<file path="src/rtl/ysyx_25030093_arbiter.sv">
// ysyx_25030093_arbiter: shares one SRAM between the IFU (read) and LSU (read/write), one transaction at a time.
// Build option YSYX_25030093_ARB_RR_EN: alternate IFU/LSU on read-read conflicts (default: LSU read always wins).
module ysyx_25030093_arbiter (
    input  logic        clk,
    input  logic        rst,

    input  logic [31:0] IFU_SRAM_araddr,
    input  logic        IFU_SRAM_arvalid,
    output logic        SRAM_IFU_arready,
    output logic [31:0] SRAM_IFU_rdata,
    output logic        SRAM_IFU_rvalid,
    input  logic        IFU_SRAM_rready,

    input  logic [31:0] LSU_SRAM_araddr,
    input  logic        LSU_SRAM_arvalid,
    output logic        SRAM_LSU_arready,
    output logic [31:0] SRAM_LSU_rdata,
    output logic        SRAM_LSU_rvalid,
    input  logic        LSU_SRAM_rready,

    input  logic [31:0] LSU_SRAM_awaddr,
    input  logic        LSU_SRAM_awvalid,
    output logic        SRAM_LSU_awready,
    input  logic [31:0] LSU_SRAM_wdata,
    input  logic [7:0]  LSU_SRAM_wstrb,
    input  logic        LSU_SRAM_wvalid,
    output logic        SRAM_LSU_wready,
    output logic        SRAM_LSU_bvalid,
    input  logic        LSU_SRAM_bready,

    output logic [31:0] SRAM_araddr,
    output logic        SRAM_arvalid,
    input  logic        SRAM_arready,
    input  logic [31:0] SRAM_rdata,
    input  logic        SRAM_rvalid,
    output logic        SRAM_rready,
    output logic [31:0] SRAM_awaddr,
    output logic        SRAM_awvalid,
    input  logic        SRAM_awready,
    output logic [31:0] SRAM_wdata,
    output logic [7:0]  SRAM_wstrb,
    output logic        SRAM_wvalid,
    input  logic        SRAM_wready,
    input  logic        SRAM_bvalid,
    output logic        SRAM_bready
);

    typedef enum logic [1:0] {IDLE, IFU_RD, LSU_RD, LSU_WR} state_e;

    state_e state_q;
    logic   ar_done_q;
    logic   aw_done_q;
    logic   w_done_q;
`ifdef YSYX_25030093_ARB_RR_EN
    logic   last_lsu_q;
`endif

    logic lsu_wr_req;
    logic grant_lsu_rd;
    logic ar_hs;
    logic r_hs;
    logic aw_hs;
    logic w_hs;
    logic b_hs;

    assign SRAM_IFU_rdata = SRAM_rdata;
    assign SRAM_LSU_rdata = SRAM_rdata;

    always_comb begin
        SRAM_IFU_arready = 1'b0;
        SRAM_IFU_rvalid  = 1'b0;
        SRAM_LSU_arready = 1'b0;
        SRAM_LSU_rvalid  = 1'b0;
        SRAM_LSU_awready = 1'b0;
        SRAM_LSU_wready  = 1'b0;
        SRAM_LSU_bvalid  = 1'b0;
        SRAM_araddr      = '0;
        SRAM_arvalid     = 1'b0;
        SRAM_rready      = 1'b0;
        SRAM_awaddr      = '0;
        SRAM_awvalid     = 1'b0;
        SRAM_wdata       = '0;
        SRAM_wstrb       = '0;
        SRAM_wvalid      = 1'b0;
        SRAM_bready      = 1'b0;
        unique case (state_q)
            IFU_RD: begin
                SRAM_araddr      = IFU_SRAM_araddr;
                SRAM_arvalid     = IFU_SRAM_arvalid & ~ar_done_q;
                SRAM_IFU_arready = SRAM_arready & ~ar_done_q;
                SRAM_IFU_rvalid  = SRAM_rvalid;
                SRAM_rready      = IFU_SRAM_rready;
            end
            LSU_RD: begin
                SRAM_araddr      = LSU_SRAM_araddr;
                SRAM_arvalid     = LSU_SRAM_arvalid & ~ar_done_q;
                SRAM_LSU_arready = SRAM_arready & ~ar_done_q;
                SRAM_LSU_rvalid  = SRAM_rvalid;
                SRAM_rready      = LSU_SRAM_rready;
            end
            LSU_WR: begin
                // aw and w complete independently; each done flag blocks a re-issue
                SRAM_awaddr      = LSU_SRAM_awaddr;
                SRAM_awvalid     = LSU_SRAM_awvalid & ~aw_done_q;
                SRAM_LSU_awready = SRAM_awready & ~aw_done_q;
                SRAM_wdata       = LSU_SRAM_wdata;
                SRAM_wstrb       = LSU_SRAM_wstrb;
                SRAM_wvalid      = LSU_SRAM_wvalid & ~w_done_q;
                SRAM_LSU_wready  = SRAM_wready & ~w_done_q;
                SRAM_LSU_bvalid  = SRAM_bvalid;
                SRAM_bready      = LSU_SRAM_bready;
            end
            default: ;
        endcase
    end

    assign ar_hs = SRAM_arvalid & SRAM_arready;
    assign r_hs  = SRAM_rvalid & SRAM_rready;
    assign aw_hs = SRAM_awvalid & SRAM_awready;
    assign w_hs  = SRAM_wvalid & SRAM_wready;
    assign b_hs  = SRAM_bvalid & SRAM_bready;

    assign lsu_wr_req = LSU_SRAM_awvalid | LSU_SRAM_wvalid;

`ifdef YSYX_25030093_ARB_RR_EN
    // On a read-read conflict the LSU wins only if the IFU was served last
    assign grant_lsu_rd = LSU_SRAM_arvalid & (~IFU_SRAM_arvalid | ~last_lsu_q);
`else
    assign grant_lsu_rd = LSU_SRAM_arvalid;
`endif

    always_ff @(posedge clk or posedge rst) begin
        if (rst) begin
            state_q   <= IDLE;
            ar_done_q <= 1'b0;
            aw_done_q <= 1'b0;
            w_done_q  <= 1'b0;
`ifdef YSYX_25030093_ARB_RR_EN
            last_lsu_q <= 1'b0;
`endif
        end else begin
            unique case (state_q)
                IDLE: begin
                    ar_done_q <= 1'b0;
                    aw_done_q <= 1'b0;
                    w_done_q  <= 1'b0;
                    if (lsu_wr_req) begin
                        state_q <= LSU_WR;
                    end else if (grant_lsu_rd) begin
                        state_q <= LSU_RD;
                    end else if (IFU_SRAM_arvalid) begin
                        state_q <= IFU_RD;
                    end
                end
                IFU_RD, LSU_RD: begin
                    if (ar_hs) begin
                        ar_done_q <= 1'b1;
                    end
                    if (r_hs) begin
                        state_q <= IDLE;
`ifdef YSYX_25030093_ARB_RR_EN
                        last_lsu_q <= (state_q == LSU_RD);
`endif
                    end
                end
                LSU_WR: begin
                    if (aw_hs) begin
                        aw_done_q <= 1'b1;
                    end
                    if (w_hs) begin
                        w_done_q <= 1'b1;
                    end
                    if (b_hs) begin
                        state_q <= IDLE;
                    end
                end
                default: state_q <= IDLE;
            endcase
        end
    end

endmodule

</file>
<file path="config.mk">
export PLATFORM = sky130hd
export DESIGN_NAME = ysyx_25030093_arbiter
export DESIGN_NICKNAME = d
export VERILOG_FILES = /design/src/rtl/ysyx_25030093_arbiter.sv
export SDC_FILE = /design/constraint.sdc
export NUM_CORES = 1
export LEC_CHECK = 0
export CORE_AREA = 2 2 140 142
export DETAILED_ROUTE_END_ITERATION = 10
export DIE_AREA = 0 0 142 144
export SYNTH_ARGS = -nofsm -noshare
export SYNTH_HDL_FRONTEND = slang
export SYNTH_SLANG_ARGS = --single-unit
</file>
<file path="constraint.sdc">
create_clock -name clk -period 2.28 [get_ports clk]
set_clock_uncertainty 0.2 [all_clocks]
set_input_delay 0.342 -clock clk [delete_from_list [all_inputs] [get_ports clk]]
set_output_delay 0.342 -clock clk [all_outputs]
set_load 0.03 [all_outputs]
</file>
=== Word level (Yosys, flattened, before mapping) ===
Cells that the tools add are included.
W data, S select, Z words.

* Bits in registers: 5
* Output and inout bits: 180
* Logic and storage cells: 65

* Reductions and logical operators: 8
* Equal/unequal tests: 9
* Bitwise operators: 16
* Mux-type cells: 28

{| class="wikitable"
|+ Operator list
! operator !! number
|-
| $mux W32 || 2
|-
| $pmux W32 S2 || 1
|-
| $mux W1 || 13
|-
| $and A1 B1 Y1 || 12
|-
| $mux W2 || 5
|-
| $ne A2 B2 Y1 const B || 5
|-
| $pmux W1 S2 || 5
|-
| $mux W8 || 1
|-
| $pmux W2 S3 || 1
|-
| $reduce_and A2 Y1 || 3
|-
| $eq A2 B2 Y1 const B || 2
|-
| $ne A4 B4 Y1 const B || 1
|-
| $reduce_bool A2 Y1 || 2
|-
| $not A1 Y1 || 3
|-
| $reduce_and A3 Y1 || 1
|-
| $eq A2 B1 Y1 const B || 1
|-
| $logic_not A2 Y1 || 1
|-
| $reduce_or A2 Y1 || 1
|-
| $or A1 B1 Y1 || 1
|}

=== Logic depth before layout (Yosys ltp) ===
* Depth in word-level cells: 6
* Mapped depth: 7

=== Worst setup path before layout ===
No wires, ideal clock.

* Kind: flip-flop to output port
* Start: register state_q[0]
* End: output SRAM_araddr[0]
* Setup slack: 0.096 ns
* Cell stages (with the launch flop): 7
* Data arrival time: 1.642 ns
* Path buffers: 2
* Data required time: 1.738 ns
* Path through: dfrtp_1 inv_1 ha_1 buf_6 clkbuf_1 a22oi_1 nor2b_1

* Longest elaborated chain between the ends: 2
* Elaborated cells on any way between the ends: 3

{| class="wikitable"
|+ Ends and longest elaborated chain
! item !! line !! text
|-
| from (decl) || 50 || <nowiki>state_e state_q;</nowiki>
|-
| from (signal assigned) || 134 || <nowiki>state_q <= IDLE;</nowiki>
|-
| from (signal assigned) || 148 || <nowiki>state_q <= LSU_WR;</nowiki>
|-
| from (signal assigned) || 150 || <nowiki>state_q <= LSU_RD;</nowiki>
|-
| $eq A2 B2 Y1 / $eq A2 B1 Y1 (equally long branches) || 86 || <nowiki>unique case (state_q)</nowiki>
|-
| $pmux W32 S2 * || 86 ||
|-
| to (decl) || 31 || <nowiki>output logic [31:0] SRAM_araddr,</nowiki>
|}

Mark *: on every way between the ends. The rest lies on a longest branch, timed or not.

=== Final worst setup path ===
* Start: register state_q[0]
* End: output SRAM_araddr[17]

The elaborated chain is that of the path after synthesis.

==> impl_summary.log <==
INFO  metric post-synth-top-area-fraction = 0.2526
INFO  metric postLayoutCoreUtil = 0.2345
INFO  metric max_slew.worst_pin.slew = approximately 0.28 ns
INFO  metric class_of_the_most_critical_hold_timing_path = input port to asynchronous set/reset pin
INFO  metric routed_via_density = 3.501
INFO  metric layout.area.seq = 126.4 µm²
INFO  metric cts-root-to-sink-buffers = 2
INFO  metric detailedRoute.firstIterationViolations = 75
INFO  metric max_stage_delay = approximately 0.4 ns
INFO  metric numCtsBuffers = 3
INFO  metric power.sequential.fraction = 0.039
INFO  metric swShare = 0.5025
INFO  metric antenna_found_initial = 0
INFO  metric cp.arrival = 1.61 ns
INFO  metric postSynthNetCount = approximately 450
INFO  metric final_hpwl_dp = 8.500 mm
INFO  metric ctsHtreeMaxLevel = 1
INFO  metric period_share = 0.9444
INFO  metric grt_start_max_net_pins = 81
INFO  metric critPathLaunchType = flip-flop
INFO  metric instances_no_fill = just under 700
INFO  metric core_area = ~19,000 µm²
INFO  metric routed_wl_per_cell = roughly 14 µm
INFO  metric timing.max_slew.rel_slack = 0.8107
INFO  metric final_cell_area = 4474 µm²
INFO  metric layout.cells.most_common = sky130_fd_sc_hd__clkdlybuf4s50_1
INFO  metric static-leakage-power = 1.898 nW
INFO  metric synth_largest_area_cell = sky130_fd_sc_hd__buf_4
INFO  metric die_height = 144 µm
INFO  metric design.portCount = 362
INFO  metric placedInstanceArea = 4379 µm²
INFO  metric critical_path.cell_chain = inv_2, ha_2, buf_12, a22oi_1, nor2b_1, buf_4
INFO  metric vdd_drop_max = about 0.00044 V
INFO  metric summed_negative_setup_slack_over_all_endpoints = 0 ns
INFO  metric grt_remaining_overflow = 0
INFO  metric met3_usage = 0.03046
INFO  metric fillCellCount = 2,078
INFO  metric buffer_ports.inserted = approximately 270
INFO  metric hold_slack = 0.1491 ns
INFO  metric crit_slowest_cell = sky130_fd_sc_hd__dfrtp_1
INFO  metric synth_cell_types = 22
INFO  metric total_switching_power = 2.205 mW
INFO  metric cp.required = 1.74 ns
INFO  metric grt_setup_unrepaired = no
INFO  metric synth_sequential_area_ratio = 0.06477
INFO  metric share_clk_of_total_power = 0.069
INFO  metric syn-instance-count = roughly 270
INFO  metric grt.met2_usage = 0.1609
INFO  metric drv_slew = 0
INFO  metric critPathTopFamily = buffers and inverters
INFO  metric dr_total_vias = ~2,400
INFO  metric fp.dieW = around 140 µm
INFO  metric drv_cap = 0
INFO  metric internal-power = approximately 2.2 mW
INFO  metric tritoncts_clock_tree = built
INFO  metric layout.nets = 645
INFO  metric ys_ff_latch = 5
INFO  metric synth.top_cells.by_area = sky130_fd_sc_hd__buf_4, sky130_fd_sc_hd__and2_1, sky130_fd_sc_hd__a22oi_1
INFO  metric final-setup-viol-count = 0
INFO  metric power_per_cell_area = 980.8 nW/µm²
INFO  metric start_util = 0.1013
INFO  metric floorplan.die_area = between 20,000 and 25,000 µm²
INFO  metric mostFrequentLayoutCells = sky130_fd_sc_hd__clkdlybuf4s50_1, sky130_fd_sc_hd__buf_4, sky130_fd_sc_hd__and2_1
INFO  metric post-route-drc-count = 0
INFO  metric gr-usage-all-layers = 0.08907
INFO  metric crit_buf_inv = 3
INFO  metric placement_rows = slightly above 50
INFO  metric root_buffer = sky130_fd_sc_hd__clkbuf_16
INFO  metric postSynthAreaPerCell = between 7 and 8 µm²
INFO  metric timing.critical_path.fanout_max = 34
INFO  metric route.final.wire_length = about 9.9 mm
INFO  metric power_frac_comb = 0.892
INFO  metric timing_worst_setup_path_type = flip-flop to output pin
INFO  metric ant_nets = 0
INFO  metric insertion_delay = ~0.23 ns
INFO  metric grt_busiest_layer = met2
INFO  metric hold_viol_final = 0
INFO  metric grt_pass1_vias = around 2,500
INFO  metric maxClockFrequency = roughly 460 MHz
INFO  metric area_used_by_multi_input_combinational_logic = approximately 1200 µm²
INFO  metric drt_pass1_iterations = 6
INFO  metric placed_cells = between 600 and 700
INFO  metric final_critical_period = between 2 and 2.5 ns
INFO  metric syn_area = ~1900 µm²
INFO  metric worst_setup_hold_path_clk_slew = ~0.040 ns
INFO  metric grt_use_met1 = 0.09688
INFO  metric grt_first_pass_wirelength = between 10 and 15 mm
INFO  metric placement.setup.worst_slack = between 0.2 and 0.25 ns
INFO  metric synth.yosys.warnings = 0
INFO  metric setup.worst_path.end_class = output pin
INFO  metric post-layout-total-power = 4.388 mW
INFO  metric cts_sinks = 5
INFO  metric gpl.final_weighted_congestion = between 0.7 and 0.8
INFO  metric area_growth = 131.6%
INFO  metric drive_above_1_share = 0.3026
INFO  metric status = complete, no violations
INFO  metric final.setup.worst_slack = between 0.1 and 0.15 ns
## power by group through the flow
stage	Clock [mW]	Combinational (mW)	Sequential (mW)
global route	0.322	4.20	0.178
detailed placement	0	3.95	0.168
floorplan	0	2.48	0.154
global placement	0	3.95	0.167
CTS	0.314	3.97	0.168
finish	0.304	3.91	0.171
## worst paths after layout
check | slack, ns | endpoint | from | cells past startpoint
setup / recovery | 0.13 | SRAM_araddr[17] | state_q[0] | 6
hold / removal | 0.15 | w_done_q | rst | 2
setup reg to reg | 0.26 | state_q[1] | state_q[1] | 7
hold reg to reg | 0.30 | w_done_q | w_done_q | 1
max in group asynchronous | 1.50 | state_q[1] | rst | 2
min in group clk | 0.30 | w_done_q | w_done_q | 1
## synth_stat cells
library cell               count
sky130_fd_sc_hd__or3_1         1
sky130_fd_sc_hd__inv_1         3
sky130_fd_sc_hd__clkbuf_1     16
sky130_fd_sc_hd__buf_2         2
sky130_fd_sc_hd__a22o_1        1
sky130_fd_sc_hd__and2_1       76
sky130_fd_sc_hd__nand2b_1      3
sky130_fd_sc_hd__ha_1          6
sky130_fd_sc_hd__buf_6         2
sky130_fd_sc_hd__a221oi_4      1
sky130_fd_sc_hd__o21ai_2       1
sky130_fd_sc_hd__nor2b_1      34
sky130_fd_sc_hd__and3b_1       6
sky130_fd_sc_hd__nand2_1       3
sky130_fd_sc_hd__dfrtp_1       5
sky130_fd_sc_hd__a22oi_2       1
sky130_fd_sc_hd__mux2i_1       2
sky130_fd_sc_hd__a22oi_1      32
sky130_fd_sc_hd__a32o_1        3
sky130_fd_sc_hd__nor3b_2       1
sky130_fd_sc_hd__nor2_1        1
sky130_fd_sc_hd__buf_4        65
## repair_timing
action                     in CTS  in global routing
pin swaps                       0                  0
setup endpoints to repair       1                 27
hold buffers                    0                  0
resized for setup               1                  6
setup buffers                   0                  0
## flip-flops by register name (all words and copies together) (netlist names)
name / flops
aw_done_q: 1
ar_done_q: 1
state_q: 2
w_done_q: 1
## worst reg2reg max path, cell delays in order, from the launching register on
cell and delay [ns]:
sky130_fd_sc_hd__dfrtp_2 0.43, sky130_fd_sc_hd__inv_1 0.11, sky130_fd_sc_hd__ha_1 0.29, sky130_fd_sc_hd__buf_12 0.18
sky130_fd_sc_hd__nor2b_1 0.16, sky130_fd_sc_hd__a221oi_4 0.22, sky130_fd_sc_hd__o21ai_2 0.11, sky130_fd_sc_hd__a32o_1 0.21
## per-layer routing
metal,part of all wire,up-vias
li1,-,1186
met1,0.36,1042
met2,0.49,189
met3,0.12,16
met4,0.023,0
met5,0,-
## cell families after synthesis
family	share of synthesized area
buffers and inverters	0.3063
AND/OR/NAND/NOR	0.4106
multiplexers	0.01036
AO/OA/AOI/OAI	0.1690
adder cells (fa/ha/maj)	0.03886
flip-flops	0.06477
## cell type report
type | instances | area share
inverter | 3 | 0.002517
timing repair buffer | 272 | 0.6096
multi-input combinational | 172 | 0.2749
antenna | 1 | 0.0005593
tap | 238 | 0.06655
clock buffer | 4 | 0.01762
sequential | 5 | 0.02824
Note: power is estimated with default switching activity, not from simulation.
